==> src/rtl/hazard_ctrl.sv <==
// hazard_ctrl
// Hazard-detection and forwarding controller for the in-order pipeline.
// It sits beside the ID stage. A scoreboard shift register tracks the
// destination registers of instructions in flight from EX (stage 0) to
// WB (stage DEPTH-1). Each cycle it compares the sources of the ID
// instruction against the scoreboard and drives stall, bubble, flush and
// forwarding-select outputs. It also counts stall and flush cycles.
//
// Ports
//   clk, rst_n                  clock, asynchronous active-low reset
//   id_valid                    ID holds a real instruction
//   id_rs1/id_rs2, *_use        source registers and their read enables
//   id_rd, id_optype            destination; 00 none, 01 ALU, 10 load, 11 store
//   id_branch_taken             ID resolved a taken branch or jump
//   mem_stall                   freezes the whole pipeline
//   stall_pc, stall_ifid        hold PC and the IF/ID register
//   bubble_idex                 insert a NOP into ID/EX
//   flush_ifid                  squash the IF/ID register
//   fwd_rs1_sel, fwd_rs2_sel    0 = register file, k+1 = result of stage k
//   stall_cycles, flush_count   wrapping performance counters
module hazard_ctrl #(
    parameter int DEPTH    = 3,
    parameter int LOAD_LAT = 1,
    parameter int FWD_EN   = 1,
    parameter int SELW     = $clog2(DEPTH + 1)
) (
    input  logic            clk,
    input  logic            rst_n,
    input  logic            id_valid,
    input  logic [4:0]      id_rs1,
    input  logic [4:0]      id_rs2,
    input  logic            id_rs1use,
    input  logic            id_rs2use,
    input  logic [4:0]      id_rd,
    input  logic [1:0]      id_optype,
    input  logic            id_branch_taken,
    input  logic            mem_stall,
    output logic            stall_pc,
    output logic            stall_ifid,
    output logic            bubble_idex,
    output logic            flush_ifid,
    output logic [SELW-1:0] fwd_rs1_sel,
    output logic [SELW-1:0] fwd_rs2_sel,
    output logic [31:0]     stall_cycles,
    output logic [31:0]     flush_count
);

    localparam logic [1:0] OP_ALU  = 2'b01;
    localparam logic [1:0] OP_LOAD = 2'b10;

    logic [DEPTH-1:0]      sb_valid;
    logic [DEPTH-1:0]      sb_load;
    logic [DEPTH-1:0][4:0] sb_rd;

    logic [1:0][4:0]       src;
    logic [1:0]            src_use;
    logic [1:0]            src_blocked;
    logic [1:0][SELW-1:0]  src_sel;
    logic                  hz_stall;
    logic                  is_writer;

    assign src     = {id_rs2, id_rs1};
    assign src_use = {id_rs2use, id_rs1use};

    // Scan from the oldest stage down to EX so the youngest match (lowest k)
    // is the one that sticks.
    always_comb begin
        logic rdy_k;
        src_blocked = '0;
        src_sel     = '0;
        rdy_k       = 1'b0;
        for (int j = 0; j < 2; j++) begin
            for (int k = DEPTH - 1; k >= 0; k--) begin
                if (id_valid && src_use[j] && (src[j] != 5'd0) &&
                    sb_valid[k] && (sb_rd[k] == src[j])) begin
                    if (FWD_EN != 0)
                        rdy_k = !sb_load[k] || (k >= LOAD_LAT);
                    else
                        rdy_k = (k == DEPTH - 1);
                    src_blocked[j] = !rdy_k;
                    // WB writes the register file first, so a match there
                    // reads the file directly.
                    if ((FWD_EN != 0) && rdy_k && (k < DEPTH - 1))
                        src_sel[j] = SELW'(k + 1);
                    else
                        src_sel[j] = '0;
                end
            end
        end
    end

    assign hz_stall    = |src_blocked;
    assign fwd_rs1_sel = src_sel[0];
    assign fwd_rs2_sel = src_sel[1];

    assign stall_pc    = mem_stall | hz_stall;
    assign stall_ifid  = mem_stall | hz_stall;
    assign bubble_idex = !mem_stall & hz_stall;
    // Stall wins over a taken branch; the branch is re-evaluated once the
    // operands are ready.
    assign flush_ifid  = !mem_stall & id_valid & id_branch_taken & !hz_stall;

    assign is_writer = ((id_optype == OP_ALU) || (id_optype == OP_LOAD)) &&
                       (id_rd != 5'd0);

    always_ff @(posedge clk or negedge rst_n) begin
        if (!rst_n) begin
            sb_valid <= '0;
            sb_load  <= '0;
            sb_rd    <= '0;
        end else if (!mem_stall) begin
            sb_valid <= {sb_valid[DEPTH-2:0], id_valid & !hz_stall & is_writer};
            sb_load  <= {sb_load[DEPTH-2:0], id_optype == OP_LOAD};
            sb_rd    <= {sb_rd[DEPTH-2:0], id_rd};
        end
    end

    always_ff @(posedge clk or negedge rst_n) begin
        if (!rst_n) begin
            stall_cycles <= '0;
            flush_count  <= '0;
        end else begin
            if (hz_stall && !mem_stall)
                stall_cycles <= stall_cycles + 32'd1;
            if (flush_ifid)
                flush_count <= flush_count + 32'd1;
        end
    end

endmodule

==> config.mk <==
export PLATFORM = sky130hd
export DESIGN_NAME = hazard_ctrl
export DESIGN_NICKNAME = d
export VERILOG_FILES = /design/src/rtl/hazard_ctrl.sv
export SDC_FILE = /design/constraint.sdc
export NUM_CORES = 1
export LEC_CHECK = 0
export CORE_UTILIZATION = 40
export CTS_CLUSTER_SIZE = 30
export DETAILED_ROUTE_END_ITERATION = 6
export DONT_BUFFER_PORTS = 1
export GPL_TIMING_DRIVEN = 0
export MAX_ROUTING_LAYER = met4
export SLEW_MARGIN = 10
export SYNTH_ARGS = -nofsm -noshare
export SYNTH_HDL_FRONTEND = slang
export SYNTH_SLANG_ARGS = --single-unit
==> constraint.sdc <==
create_clock -name clk -period 2.3 [get_ports clk]
set_input_delay 0.345 -clock clk [delete_from_list [all_inputs] [get_ports clk]]
set_output_delay 0.345 -clock clk [all_outputs]
set_load 0.02 [all_outputs]
==> flow_summary.json, run 1 <==
{
  "cts_tree": "done",
  "finalSetupViolations": 4,
  "hold_depth": 1,
  "yosys-top-cells-area": "dfrtp_1, xnor2_1, xor2_1",
  "p_sw_uw": 743,
  "vias": 2692,
  "area_delta_synth_final_pct": 17.2,
  "dieArea_mm2": 0.00994,
  "cp_slowest_cell": "or4_4",
  "sw_frac_of_total_pct": 27.0,
  "violations": "negative setup slack",
  "yosysSeqAreaShare_pct": 50.5,
  "place_hpwl_mm": 5.95,
  "numClockSinks": 77,
  "internal-power_uw": 2010,
  "critPathMaxStageDelay_ns": 0.59,
  "comb_power_share_pct": 9.3,
  "hold_class": "in -> reg",
  "drtIter0Drc": 77,
  "max_freq_ghz": 0.425,
  "die_y_um": 99.7,
  "syn_inst": 342,
  "r2r_end": "stall_cycles[16]",
  "cts_buffer_depth": 2,
  "finalWeightedCongestion": 0.777,
  "dr.pass1.iters": 4,
  "synth_top_cell_by_area": "dfrtp_1",
  "antennaDiodeCount": 0,
  "path_buf_inv": 0,
  "power_density_mw_per_mm2": 615,
  "synth_ff_type": "dfrtp_1",
  "cts_root_buf": "clkbuf_8",
  "cp-start-kind": "flip-flop",
  "hold_viol_final": 0,
  "end_kind": "primary output",
  "fin_worst_skew_ns": 0.0131,
  "wl_per_cell_um": 17.0,
  "synth_top_area_share_pct": 50.5,
  "timing.final.ws_setup_ns": -0.0541,
  "period_share_pct": 102,
  "pwr-share-clk_pct": 33.8,
  "grt_pass1_wl_mm": 13.9,
  "layout-drive-gt1-share_pct": 22.8,
  "finalCriticalPeriod_ns": 2.35,
  "async_reset_ff_share_pct": 100,
  "insertion_delay_ns": 0.35,
  "io_pins": 96,
  "fin_area_mm2": 0.00448,
  "grt_pass1_vias": 2660,
  "route.detailed.drc": 0,
  "peakVddDrop_uv": 234,
  "syn_avg_cell_area_um2": 11.2,
  "hold_slack_ns": 0.137,
  "cts_max_level": 3,
  "synth_area_mm2": 0.00382,
  "synth-seq-cells": 77,
  "track_usage_pct": 18.7,
  "ant_nets": 0,
  "grt_max_degree": 78,
  "drv_slew": 0,
  "die_x_um": 99.7,
  "sequentialPowerShare_pct": 56.9,
  "crit_path_max_fanout": 6,
  "synth_nets": 369,
  "maxSlewHeadroom_pct": 63.5,
  "synth.most_common_cell": "dfrtp_1",
  "cts.clk_slew.worst_paths_ns": 0.08,
  "critical_path_arrival_ns": 2.01,
  "leakage_uw": 0.00188,
  "required_ns": 1.96,
  "wirelength_mm": 8.53,
  "status": "finished, violations left",
  "synth_cell_types": 36,
  "overflow": 0,
  "r2r_start": "sb_rd[4]",
  "cp.depth": 4,
  "num_rows": 35,
  "synthTopCellsByCount": "dfrtp_1, xnor2_1, nand2_1",
  "antenna_found_initial": 0,
  "synth-edff-count": 0,
  "yosysWarningCount": 0,
  "worstSetupPathType": "reg -> out",
  "max_slew.worst_pin.slew_ns": 0.548,
  "io_buffers": 0,
  "path_delay_family": "simple AND/OR/NAND/NOR gates",
  "startpoint": "sb_rd[4]",
  "r2r_slack_ns": -0.01,
  "maxCapViolCount": 0,
  "rr_worst_depth": 8,
  "hold_start": "id_rd[3]",
  "place_area_mm2": 0.00399,
  "cp_cell_sequence": "xnor2_1 -> nand2_1 -> or4_4 -> a21oi_4",
  "initial_core_util_pct": 41.3,
  "nets": 395,
  "core_mm2": 0.00924,
  "worstHoldEndpoint": "sb_rd[3]",
  "drt-vias-per-instance": 5.36,
  "cts_inserted_buffers": 9,
  "grt_setup_unrepaired": "true"
}
-- power by group through the flow --
stage          Clock (uW)  Combinational (uW)  Sequential, uW
3_3_place_gp            0                 185            1590
6_report              931                 257            1570
5_1_grt              1020                 287            1580
4_1_cts               973                 254            1570
3_5_place_dp            0                 188            1590
2_1_floorplan           0                 163            1560
-- routing by layer --
layer,track usage (%),up-vias,part of all wire (%)
met1,22.9,1339,43
met5,-,-,0
met3,5.97,18,7.0
met2,27.5,74,47
met4,9.84,0,2.6
li1,-,1261,-
-- worst register-to-register path: cells and delay by family (launching register included) --
kind / cells / cell delay [ns]
XOR/XNOR: 2 / 0.28
AO/OA/AOI/OAI: 1 / 0.37
flip-flops: 1 / 0.44
AND/OR/NAND/NOR: 3 / 0.76
buffers and inverters: 2 / 0.32
-- cell families (layout without fill, tap and decap cells) --
family | Yosys count | count (layout) | synth area share (%)
adders and majority gates | 3 | 3 | 0.983
muxes | 14 | 14 | 4.13
DFF | 77 | 77 | 50.5
xor gates and xnor gates | 82 | 82 | 18.8
and+or+nand+nor | 136 | 136 | 20.2
AOI/OAI and AO/OA | 11 | 11 | 3.34
buffers and inverters | 19 | 50 | 2.07
-- cell type report --
type                       count  area [um^2]
fill                         830         4760
multi-input combinational    246         1970
tap                          129          161
inverter                      10         40.0
clock inverter                 3         18.8
sequential                    77         1930
clock buffer                  13          159
timing repair buffer          15          139
buffer                         9         53.8
-- per-stage QoR --
| stage | setup slack [ns] | power (uW) | cells | util [%] | setup TNS [ns] |
|---|---|---|---|---|---|
| floorplan | 0.0511 | 1720 | 342 | - | 0 |
| global placement | -0.301 | 1770 | 471 | 43.1 | -2.25 |
| detailed placement | -0.284 | 1780 | 471 | 43.1 | -2.45 |
| CTS | -0.0768 | 2790 | 497 | 46.9 | -0.143 |
| global route | -0.151 | 2880 | 502 | 48.4 | -1.50 |
| finish | -0.0541 | 2750 | 502 | 48.4 | -0.111 |
-- how the worst max path moves through the flow --
stage                  endpoint
global placement       stall_pc
global route        bubble_idex
finish              bubble_idex
floorplan              stall_pc
detailed placement     stall_pc
CTS                 bubble_idex
-- cell usage in the layout, fill, tap and decap left out, types with 2 or more instances in the layout --
cell type,synthesis,layout
nand3_1,23,20
buf_2,3,2
clkinv_2,0,2
and4_1,2,2
nor4_2,2,3
dfrtp_1,77,72
or4_1,4,4
nor3_1,9,6
nand4b_1,4,4
o21ai_2,2,3
nor2_1,14,11
and3_1,14,14
a2111oi_4,2,2
nor4_4,0,2
inv_1,10,9
nand4_1,23,23
nor3_2,0,3
dfrtp_2,0,5
nand2_1,25,22
nand2_2,0,2
buf_6,0,3
mux2_2,14,14
nor2_4,0,2
clkbuf_1,5,5
xnor2_1,60,60
nor4_1,6,3
buf_4,1,12
nand3_2,0,3
clkbuf_8,0,11
or4_4,2,2
ha_1,3,3
xor2_1,22,21
clkbuf_2,0,2
-- sequential cells by signal, summed over array words and instances (netlist names) --
name and flops:
sb_rd 10, sb_load 1, sb_valid 2, stall_cycles 32, flush_count 32
-- what timing repair did --
| item | 4_1_cts | 5_1_grt |
|---|---|---|
| hold buffers | 2 | 0 |
| endpoints found under the setup margin | 28 | 46 |
| buffers inserted | 8 | 5 |
| resized for setup | 18 | 25 |
| pin swaps | 12 | 9 |
| hold endpoints to repair | 77 | 0 |
Power figures use the tool's default switching activity.
==> inputs of run 2 (changes only) <==
--- a/config.mk
+++ b/config.mk
@@ -5,6 +5,8 @@
 export SDC_FILE = /design/constraint.sdc
 export NUM_CORES = 1
 export LEC_CHECK = 0
+export CAP_MARGIN = 5
+export CORE_MARGIN = 3
 export CORE_UTILIZATION = 40
 export CTS_CLUSTER_SIZE = 30
 export DETAILED_ROUTE_END_ITERATION = 6
==> run 2 against run 1 <==
Against the previous run: the flow still finishes with violations (negative setup slack); clock skew fell by 0.0020 ns; worst setup slack got worse by 0.016 ns; clock power grew 16%; sequential power is essentially flat; sequential share of layout area is essentially flat; utilization rose by 0.20 points; power increased by 5.9%; sequential cell count unchanged; maximum frequency is 0.66% lower; register-to-register slack gained 0.03 ns; critical path depth is the same; first-iteration DRC count grew 47%; largest cell class unchanged; largest power group unchanged.
==> flow_summary.json, run 2 (synthesis gave the netlist of run 1 again) <==
{
  "leakage_uw": 0.00190,
  "peakVddDrop_uv": 277,
  "die_y_um": 104,
  "io_buffers": 0,
  "cts_tree": "done",
  "rr_worst_depth": 7,
  "cts_buffer_depth": 2,
  "place_hpwl_mm": 6.20,
  "critPathMaxStageDelay_ns": 0.61,
  "p_sw_uw": 757,
  "timing.final.ws_setup_ns": -0.0698,
  "sw_frac_of_total_pct": 25.9,
  "grt_pass1_wl_mm": 14.8,
  "cp_slowest_cell": "or4_4",
  "final_common_cell": "dfrtp_1",
  "grt_setup_unrepaired": "true",
  "worstSetupPathType": "reg -> out",
  "layout_common_cells": "dfrtp_1, xnor2_1, nand2_1",
  "fin_worst_skew_ns": 0.0110,
  "overflow": 0,
  "antenna_found_initial": 0,
  "hold_class": "in -> reg",
  "finalSetupViolations": 3,
  "vias": 2607,
  "pwr-share-clk_pct": 37.1,
  "drtIter0Drc": 113,
  "cts.clk_slew.worst_paths_ns": 0.08,
  "core_mm2": 0.00924,
  "insertion_delay_ns": 0.34,
  "nets": 397,
  "comb_power_share_pct": 9.1,
  "grt_pass1_vias": 2784,
  "io_pins": 96,
  "finalCriticalPeriod_ns": 2.37,
  "route.detailed.drc": 0,
  "crit_path_max_fanout": 6,
  "hold_viol_final": 0,
  "cts_root_buf": "clkbuf_8",
  "maxCapViolCount": 0,
  "max_slew.worst_pin.slew_ns": 0.672,
  "sequentialPowerShare_pct": 53.8,
  "startpoint": "sb_rd[3]",
  "required_ns": 1.96,
  "drt-vias-per-instance": 5.19,
  "area_delta_synth_final_pct": 17.7,
  "critPathCapture": "bubble_idex",
  "r2r_end": "stall_cycles[13]",
  "cts_inserted_buffers": 9,
  "max_freq_ghz": 0.422,
  "cp_cell_sequence": "xnor2_1 -> nand2_1 -> or4_4 -> a21oi_4",
  "power_density_mw_per_mm2": 649,
  "internal-power_uw": 2160,
  "numClockSinks": 77,
  "layout-drive-gt1-share_pct": 23.6,
  "dr.pass1.iters": 4,
  "dp_slack_ns": -0.323,
  "cp-start-kind": "flip-flop",
  "hold_slack_ns": 0.150,
  "drv_slew": 0,
  "cts_max_level": 3,
  "wl_per_cell_um": 17.7,
  "antennaDiodeCount": 0,
  "finalWeightedCongestion": 0.784,
  "dieArea_mm2": 0.0108,
  "die_x_um": 104,
  "r2r_start": "sb_rd[1]",
  "violations": "negative setup slack",
  "period_share_pct": 103,
  "num_rows": 35,
  "end_kind": "primary output",
  "wirelength_mm": 8.87,
  "reg_top3": "flush_count: 32 flops, stall_cycles: 32 flops, sb_rd: 10 flops",
  "status": "finished, violations left",
  "maxSlewHeadroom_pct": 54.9,
  "track_usage_pct": 17.4,
  "initial_core_util_pct": 41.3,
  "ant_nets": 0,
  "grt_max_degree": 78,
  "critical_path_arrival_ns": 2.02,
  "r2r_slack_ns": 0.02
}
-- run 2: cell types whose count changed in the layout (fill, tap and decap cells not counted), moves of 3 or more --
| cell | change |
|---|---|
| nor4_2 | -3 |
| nor4_1 | +3 |
| dfrtp_2 | +5 |
| xnor2_1 | -3 |
| xnor2_2 | +3 |
| dfrtp_1 | -5 |
-- run 2: worst min-delay path by stage --
stage / startpoint / endpoint / depth (start not counted)
global route: id_rd[4] / sb_rd[4] / 1
CTS: id_rd[3] / sb_rd[3] / 1
finish: id_rd[3] / sb_rd[3] / 1
global placement: rst_n / stall_cycles[30] / 0
floorplan: rst_n / flush_count[0] / 0
detailed placement: rst_n / stall_cycles[30] / 0
-- run 2: final cells by class --
| cell class | count | area (um^2) |
|---|---|---|
| fillers | 860 | 4750 |
| repair buffers | 17 | 154 |
| inverters | 10 | 37.5 |
| multi-input cells | 246 | 1950 |
| clock buffers | 9 | 124 |
| plain buffers | 9 | 53.8 |
| clock inverters | 5 | 77.6 |
| well taps | 129 | 161 |
| flip-flops and latches | 77 | 1940 |
-- run 2: critical path, delay by kind of cell (launching register included) --
family | cells | cell delay (ns)
compound gates | 1 | 0.34
flops | 1 | 0.43
simple gates | 2 | 0.74
xor+xnor | 1 | 0.17
-- run 2: per-stage QoR --
step / area, um^2 / total power (uW) / setup TNS (ns) / cells / utilization [%]
after global routing: 4490 / 3070 / -0.700 / 502 / 48.6
after detailed placement: 3990 / 1790 / -3.50 / 471 / 43.1
after floorplan: 3820 / 1720 / 0 / 342 / -
after CTS: 4370 / 2940 / -0.0814 / 497 / 47.2
final: 4490 / 2920 / -0.0808 / 502 / 48.6
after global placement: 3990 / 1770 / -2.63 / 471 / 43.1
-- run 2: timing repair --
action	CTS	global route
cloned	0	0
buffers inserted	10	5
gates resized for setup	15	26
hold buffers	2	0
hold endpoints to repair	77	0
pin swaps	14	11
setup endpoints to repair	32	42
-- run 2: power by group through the flow --
stage               Combinational, uW  Sequential (uW)  Clock (uW)
floorplan                         163             1560           0
global placement                  184             1590           0
detailed placement                191             1590           0
CTS                               261             1570        1110
global route                      295             1590        1190
finish                            265             1570        1080
-- run 2: routing by layer --
layer,GRT usage (%),vias to the layer above,part of all wire (%)
li1,-,1259,-
met2,27.0,64,48
met1,21.0,1275,44
met3,7.41,9,6.5
met5,-,-,0
met4,4.84,0,1.2
